===== src/rtl/mem_swap_ctrl.sv =====
// Swaps an address range between two single-port memories A and B, one word per
// READ/WRITE pair; while idle, passes an external access port through to A or B.
module mem_swap_ctrl #(
  parameter int addr_w_N    = 7,
  parameter int data_w_Bits = 8
) (
  input  logic                   clk,
  input  logic                   rst,
  input  logic                   start,
  input  logic                   abort,
  input  logic [addr_w_N-1:0]    lo_addr,
  input  logic [addr_w_N-1:0]    hi_addr,
  output logic                   busy,
  output logic                   done,
  output logic                   aborted,
  output logic [addr_w_N:0]      swap_count,
  input  logic                   ext_sel,
  input  logic                   ext_we,
  input  logic [addr_w_N-1:0]    ext_addr,
  input  logic [data_w_Bits-1:0] ext_data_w,
  output logic [data_w_Bits-1:0] ext_data_r,
  output logic [addr_w_N-1:0]    a_addr,
  output logic [addr_w_N-1:0]    b_addr,
  output logic                   a_we,
  output logic                   b_we,
  output logic [data_w_Bits-1:0] a_data_w,
  output logic [data_w_Bits-1:0] b_data_w,
  input  logic [data_w_Bits-1:0] a_data_r,
  input  logic [data_w_Bits-1:0] b_data_r
);

  typedef enum logic [1:0] {
    S_IDLE  = 2'd0,
    S_READ  = 2'd1,
    S_WRITE = 2'd2,
    S_DONE  = 2'd3
  } state_t;

  localparam logic [addr_w_N-1:0]    CUR_ONE   = {{(addr_w_N-1){1'b0}}, 1'b1};
  localparam logic [addr_w_N:0]      CNT_ONE   = {{addr_w_N{1'b0}}, 1'b1};
  localparam logic [data_w_Bits-1:0] DATA_ZERO = {data_w_Bits{1'b0}};

  state_t                r_state;
  state_t                w_next;
  logic                  w_abort_flag;
  logic [addr_w_N-1:0]   r_cur;
  logic [addr_w_N-1:0]   r_hi;
  logic [addr_w_N:0]     r_count;
  logic                  r_busy;
  logic                  r_done;
  logic                  r_aborted;

  // State register
  always_ff @(posedge clk or posedge rst) begin
    if (rst) begin
      r_state <= S_IDLE;
    end else begin
      r_state <= w_next;
    end
  end

  // Next-state decode; the last-word test has priority so abort on the final WRITE is not flagged
  always_comb begin
    w_next       = r_state;
    w_abort_flag = 1'b0;
    case (r_state)
      S_IDLE: begin
        if (start) begin
          w_next = (lo_addr <= hi_addr) ? S_READ : S_DONE;
        end else begin
          w_next = S_IDLE;
        end
      end
      S_READ: begin
        if (abort) begin
          w_next       = S_DONE;
          w_abort_flag = 1'b1;
        end else begin
          w_next = S_WRITE;
        end
      end
      S_WRITE: begin
        if (r_cur == r_hi) begin
          w_next = S_DONE;
        end else if (abort) begin
          w_next       = S_DONE;
          w_abort_flag = 1'b1;
        end else begin
          w_next = S_READ;
        end
      end
      S_DONE:  w_next = S_IDLE;
      default: w_next = S_IDLE;
    endcase
  end

  // Address counter, word count and registered status outputs
  always_ff @(posedge clk or posedge rst) begin
    if (rst) begin
      r_cur     <= {addr_w_N{1'b0}};
      r_hi      <= {addr_w_N{1'b0}};
      r_count   <= {(addr_w_N+1){1'b0}};
      r_busy    <= 1'b0;
      r_done    <= 1'b0;
      r_aborted <= 1'b0;
    end else begin
      r_busy    <= (w_next != S_IDLE);
      r_done    <= (w_next == S_DONE);
      r_aborted <= w_abort_flag;
      case (r_state)
        S_IDLE: begin
          if (start) begin
            r_cur   <= lo_addr;
            r_hi    <= hi_addr;
            r_count <= {(addr_w_N+1){1'b0}};
          end
        end
        S_WRITE: begin
          r_count <= r_count + CNT_ONE;
          if (w_next == S_READ) begin
            r_cur <= r_cur + CUR_ONE;
          end
        end
        default: begin
          r_cur <= r_cur;
        end
      endcase
    end
  end

  // Memory pin mux: external port in IDLE, swap sequencer otherwise
  always_comb begin
    a_addr     = ext_addr;
    b_addr     = ext_addr;
    a_we       = 1'b0;
    b_we       = 1'b0;
    a_data_w   = DATA_ZERO;
    b_data_w   = DATA_ZERO;
    ext_data_r = DATA_ZERO;
    case (r_state)
      S_IDLE: begin
        if (ext_sel) begin
          b_we       = ext_we;
          b_data_w   = ext_data_w;
          ext_data_r = b_data_r;
        end else begin
          a_we       = ext_we;
          a_data_w   = ext_data_w;
          ext_data_r = a_data_r;
        end
      end
      S_READ: begin
        a_addr = r_cur;
        b_addr = r_cur;
      end
      S_WRITE: begin
        a_addr   = r_cur;
        b_addr   = r_cur;
        a_we     = 1'b1;
        b_we     = 1'b1;
        a_data_w = b_data_r;
        b_data_w = a_data_r;
      end
      S_DONE: begin
        a_addr = r_cur;
        b_addr = r_cur;
      end
      default: begin
        a_we = 1'b0;
      end
    endcase
  end

  assign busy       = r_busy;
  assign done       = r_done;
  assign aborted    = r_aborted;
  assign swap_count = r_count;

endmodule


===== config.mk =====
export PLATFORM = sky130hd
export DESIGN_NAME = mem_swap_ctrl
export DESIGN_NICKNAME = d
export VERILOG_FILES = /design/src/rtl/mem_swap_ctrl.sv
export SDC_FILE = /design/constraint.sdc
export NUM_CORES = 1
export LEC_CHECK = 0
export BUFFER_PORTS_ARGS = -buffer_cell sky130_fd_sc_hd__buf_4
export CAP_MARGIN = 20
export CORE_MARGIN = 4
export CORE_UTILIZATION = 47
export CTS_CLUSTER_SIZE = 40
export DETAILED_ROUTE_END_ITERATION = 10
export HOLD_SLACK_MARGIN = 0.12
export PLACE_DENSITY_LB_ADDON = 0.08
export SYNTH_ARGS = -nofsm -noshare
export SYNTH_HDL_FRONTEND = slang
export SYNTH_SLANG_ARGS = --single-unit

===== constraint.sdc =====
create_clock -name clk -period 2.64 [get_ports clk]
set_input_delay 0 -clock clk [delete_from_list [all_inputs] [get_ports clk]]
set_output_delay 0 -clock clk [all_outputs]
set_load 0.005 [all_outputs]

==> out/results.ini <==
[global_route]
antenna_found_initial=0
gr-max-usage-layer=met2
grt_util_met1_pct=26.6
grt_pass1_vias=2137
use_met2_pct=38.1
grt_usage_pct=21.8
grt_max_degree=37
grt_pass1_wl_um=9490
globalRouteMet3Util_pct=5.74
overflow=0

[cells_and_area]
antennaDiodeCount=0
post-route-util_pct=70.3
final_nets=405
fillers=367
area_delta_synth_final_pct=45.0
drive_gt1_share_pct=35.9
layout.cells.non_filler=392

[logic_synthesis]
synth_cells=235
ys_warn_count=0
synth_seq_cells=27
synth_top_area_share_pct=32.0
avgSynthCellArea_um2=8.99
synth_flop_cell=dfrtp_1
async_reset_ff_share_pct=100
synth-seq-area-share_pct=32.0
synth_commonest_cells=dfrtp_1, nand2_1, o21ai_0
synth-edff-count=0
yosysUniqueCellTypes=44
synth_area_leaders=dfrtp_1, ha_1, a22o_1
syn_area_um2=2110
mappedNetlistNets=299
yosys.area.top_type=dfrtp_1
post-synth-top-count-cell=dfrtp_1

[placed_design]
dp_worst_setup_slack_ns=0.512
gp_congestion=0.890
place_inst=372
dpl.hpwl_um=4550
io_buffer_count=101

[worst_setup_path]
r2r_cells=7
r2r-end=r_cur[0]$_DFFE_PP0P_
endpoint_kind=primary output
reg2reg_slack_ns=0.48
path_buf_inv=3
cp_slowest_stage_delay_ns=0.54
worst-endpoint-arrival_ns=2.21
path_max_fanout=17
critPathRequiredTime_ns=2.64
crit_path_top_delay_cell=nor2b_1
cp_common_cell=buf_4
worstPathCellList=inv_1 -> ha_1 -> buf_4 -> nor2b_1 -> a22o_1 -> buf_4
reg2reg_from=r_state[0]$_DFF_PP0_
critPathKind=flip-flop to primary output
cp-start-kind=flip-flop
cpLargestDelayFamily=simple AND/OR/NAND/NOR gates

[job]
drv_cap=0

[routing]
routed_wl_um=5980
route.antenna.remaining_nets=0
dr.pass1.iters=4
drc_errors=0
drtIter0Drc=100
num_vias=2097
wire_per_inst_um=15.2
avgViaCountPerCell=5.35

[clock_tree]
cts_resized=0
cts_setup_buffers=0
clk_pin_slew_ns=0.09
cts_made_buffers=3
h-tree-depth=1
root_buffer=clkbuf_8
clockBufferDepth=2
cts_tree=done
clk_latency_ns=0.28
cts.sinks=27

[outcome]
status=completed

[die]
dieArea_um2=5630
io_pins=102
die_w_um=75.0
core_area_um2=4350
start_util_pct=48.5
die_height_um=75.0
rows=24

[timing]
setup_viol=0
worst_slack_ns=0.428
rsz0062_at_grt=no
worst_pin_slew_ns=0.619
period_needed_ns=2.21
post-route-period-util_pct=83.8
max_freq_ghz=0.452
maxSlewHeadroom_pct=58.7
fin_setup_tns_ns=0
fin_skew_ns=0.00415
hold_viol_final=0
slew_viol_final=0

[pwr]
power_per_cell_area_nw_per_um2=932
ir_drop_uv=401
p_leak_nw=1.55
power_mw=2.85

[worst_hold_path]
hold-path-cell-count=4
holdPathEnd=r_cur[6]$_DFFE_PP0P_
hp-start=lo_addr[6]
hold_class=primary input to flip-flop

[how the worst max path moves through the flow]
stage                               startpoint              endpoint  cells past startpoint
after floorplan           r_state[0]$_DFF_PP0_  r_cur[0]$_DFFE_PP0P_                      9
after global placement    r_state[0]$_DFF_PP0_  r_cur[0]$_DFFE_PP0P_                      7
after detailed placement  r_state[0]$_DFF_PP0_  r_cur[0]$_DFFE_PP0P_                      7
after CTS                 r_state[0]$_DFF_PP0_           a_data_w[5]                      6
after global routing                hi_addr[4]  r_cur[0]$_DFFE_PP0P_                      9
final                     r_state[0]$_DFF_PP0_           a_data_w[4]                      6
[per-stage QoR]
| step | area (µm²) | hold slack (ns) |
|---|---|---|
| final | 3060 | 0.218 |
| after global routing | 3060 | 0.228 |
| after CTS | 3050 | 0.209 |
| after detailed placement | 2850 | 0.255 |
| after global placement | 2850 | 0.251 |
| after floorplan | 2110 | 0.0527 |
[worst min-delay path: cells and delay by family]
family,cells,cell delay (ns)
and+or+nand+nor,2,0.25
buffers and inverters,1,0.09
AOI/OAI and AO/OA,1,0.13
[cell families (layout without fill, tap and decap cells)]
| kind of cell | count (synthesis) | in the layout | synth area share [%] |
|---|---|---|---|
| AND/OR/NAND/NOR | 70 | 70 | 18.0 |
| XOR/XNOR | 13 | 13 | 5.39 |
| adder cells (fa/ha/maj) | 13 | 13 | 7.70 |
| flip-flops | 27 | 27 | 32.0 |
| buffers and inverters | 36 | 141 | 8.35 |
| multiplexers | 15 | 15 | 7.46 |
| AO/OA/AOI/OAI | 61 | 61 | 21.1 |
[power by group]
group          switching [mW]  internal [mW]
Clock                   0.136          0.107
Sequential              0.164          0.575
Combinational           0.894          0.976
Total                    1.19           1.66
[layout make-up]
| type | instances | area [µm²] | area share, % |
|---|---|---|---|
| Clock buffer | 3 | 41.3 | 1.35 |
| Tap cell | 52 | 65.1 | 2.13 |
| Sequential cell | 27 | 676 | 22.1 |
| Clock inverter | 1 | 7.51 | 0.245 |
| Multi-Input combinational cell | 172 | 1260 | 41.2 |
| Inverter | 17 | 66.3 | 2.17 |
| Timing Repair Buffer | 120 | 946 | 30.9 |
[layout by cell type (no fill, tap or decap), types with 10 or more instances in the layout]
cell,synthesis,layout
nor2_1,10,10
buf_4,8,104
nand2_1,19,19
o21ai_0,19,19
dfrtp_1,27,27
ha_1,13,13
dlygate4sd3_1,0,15
a22o_1,17,17
inv_1,16,16
nor2b_1,11,11
xor2_1,12,12
[what timing repair did]
| item | in CTS | in global routing |
|---|---|---|
| endpoints found under the setup margin | 0 | 0 |
| hold endpoints to repair | 43 | 0 |
| hold buffers | 15 | 0 |
[sequential cells by signal (all words and copies together), names as in the netlist]
signal and flops:
swap_count 8, r_cur 7, r_hi 7, r_state 2, aborted 1, busy 1, done 1
[layer usage]
layer  up-vias  wire length [µm]
li1       1042                 -
met1       968              2440
met2        81              2970
met3         6               506
met4         0                55
met5         -                 0
Power figures use the tool's default switching activity.
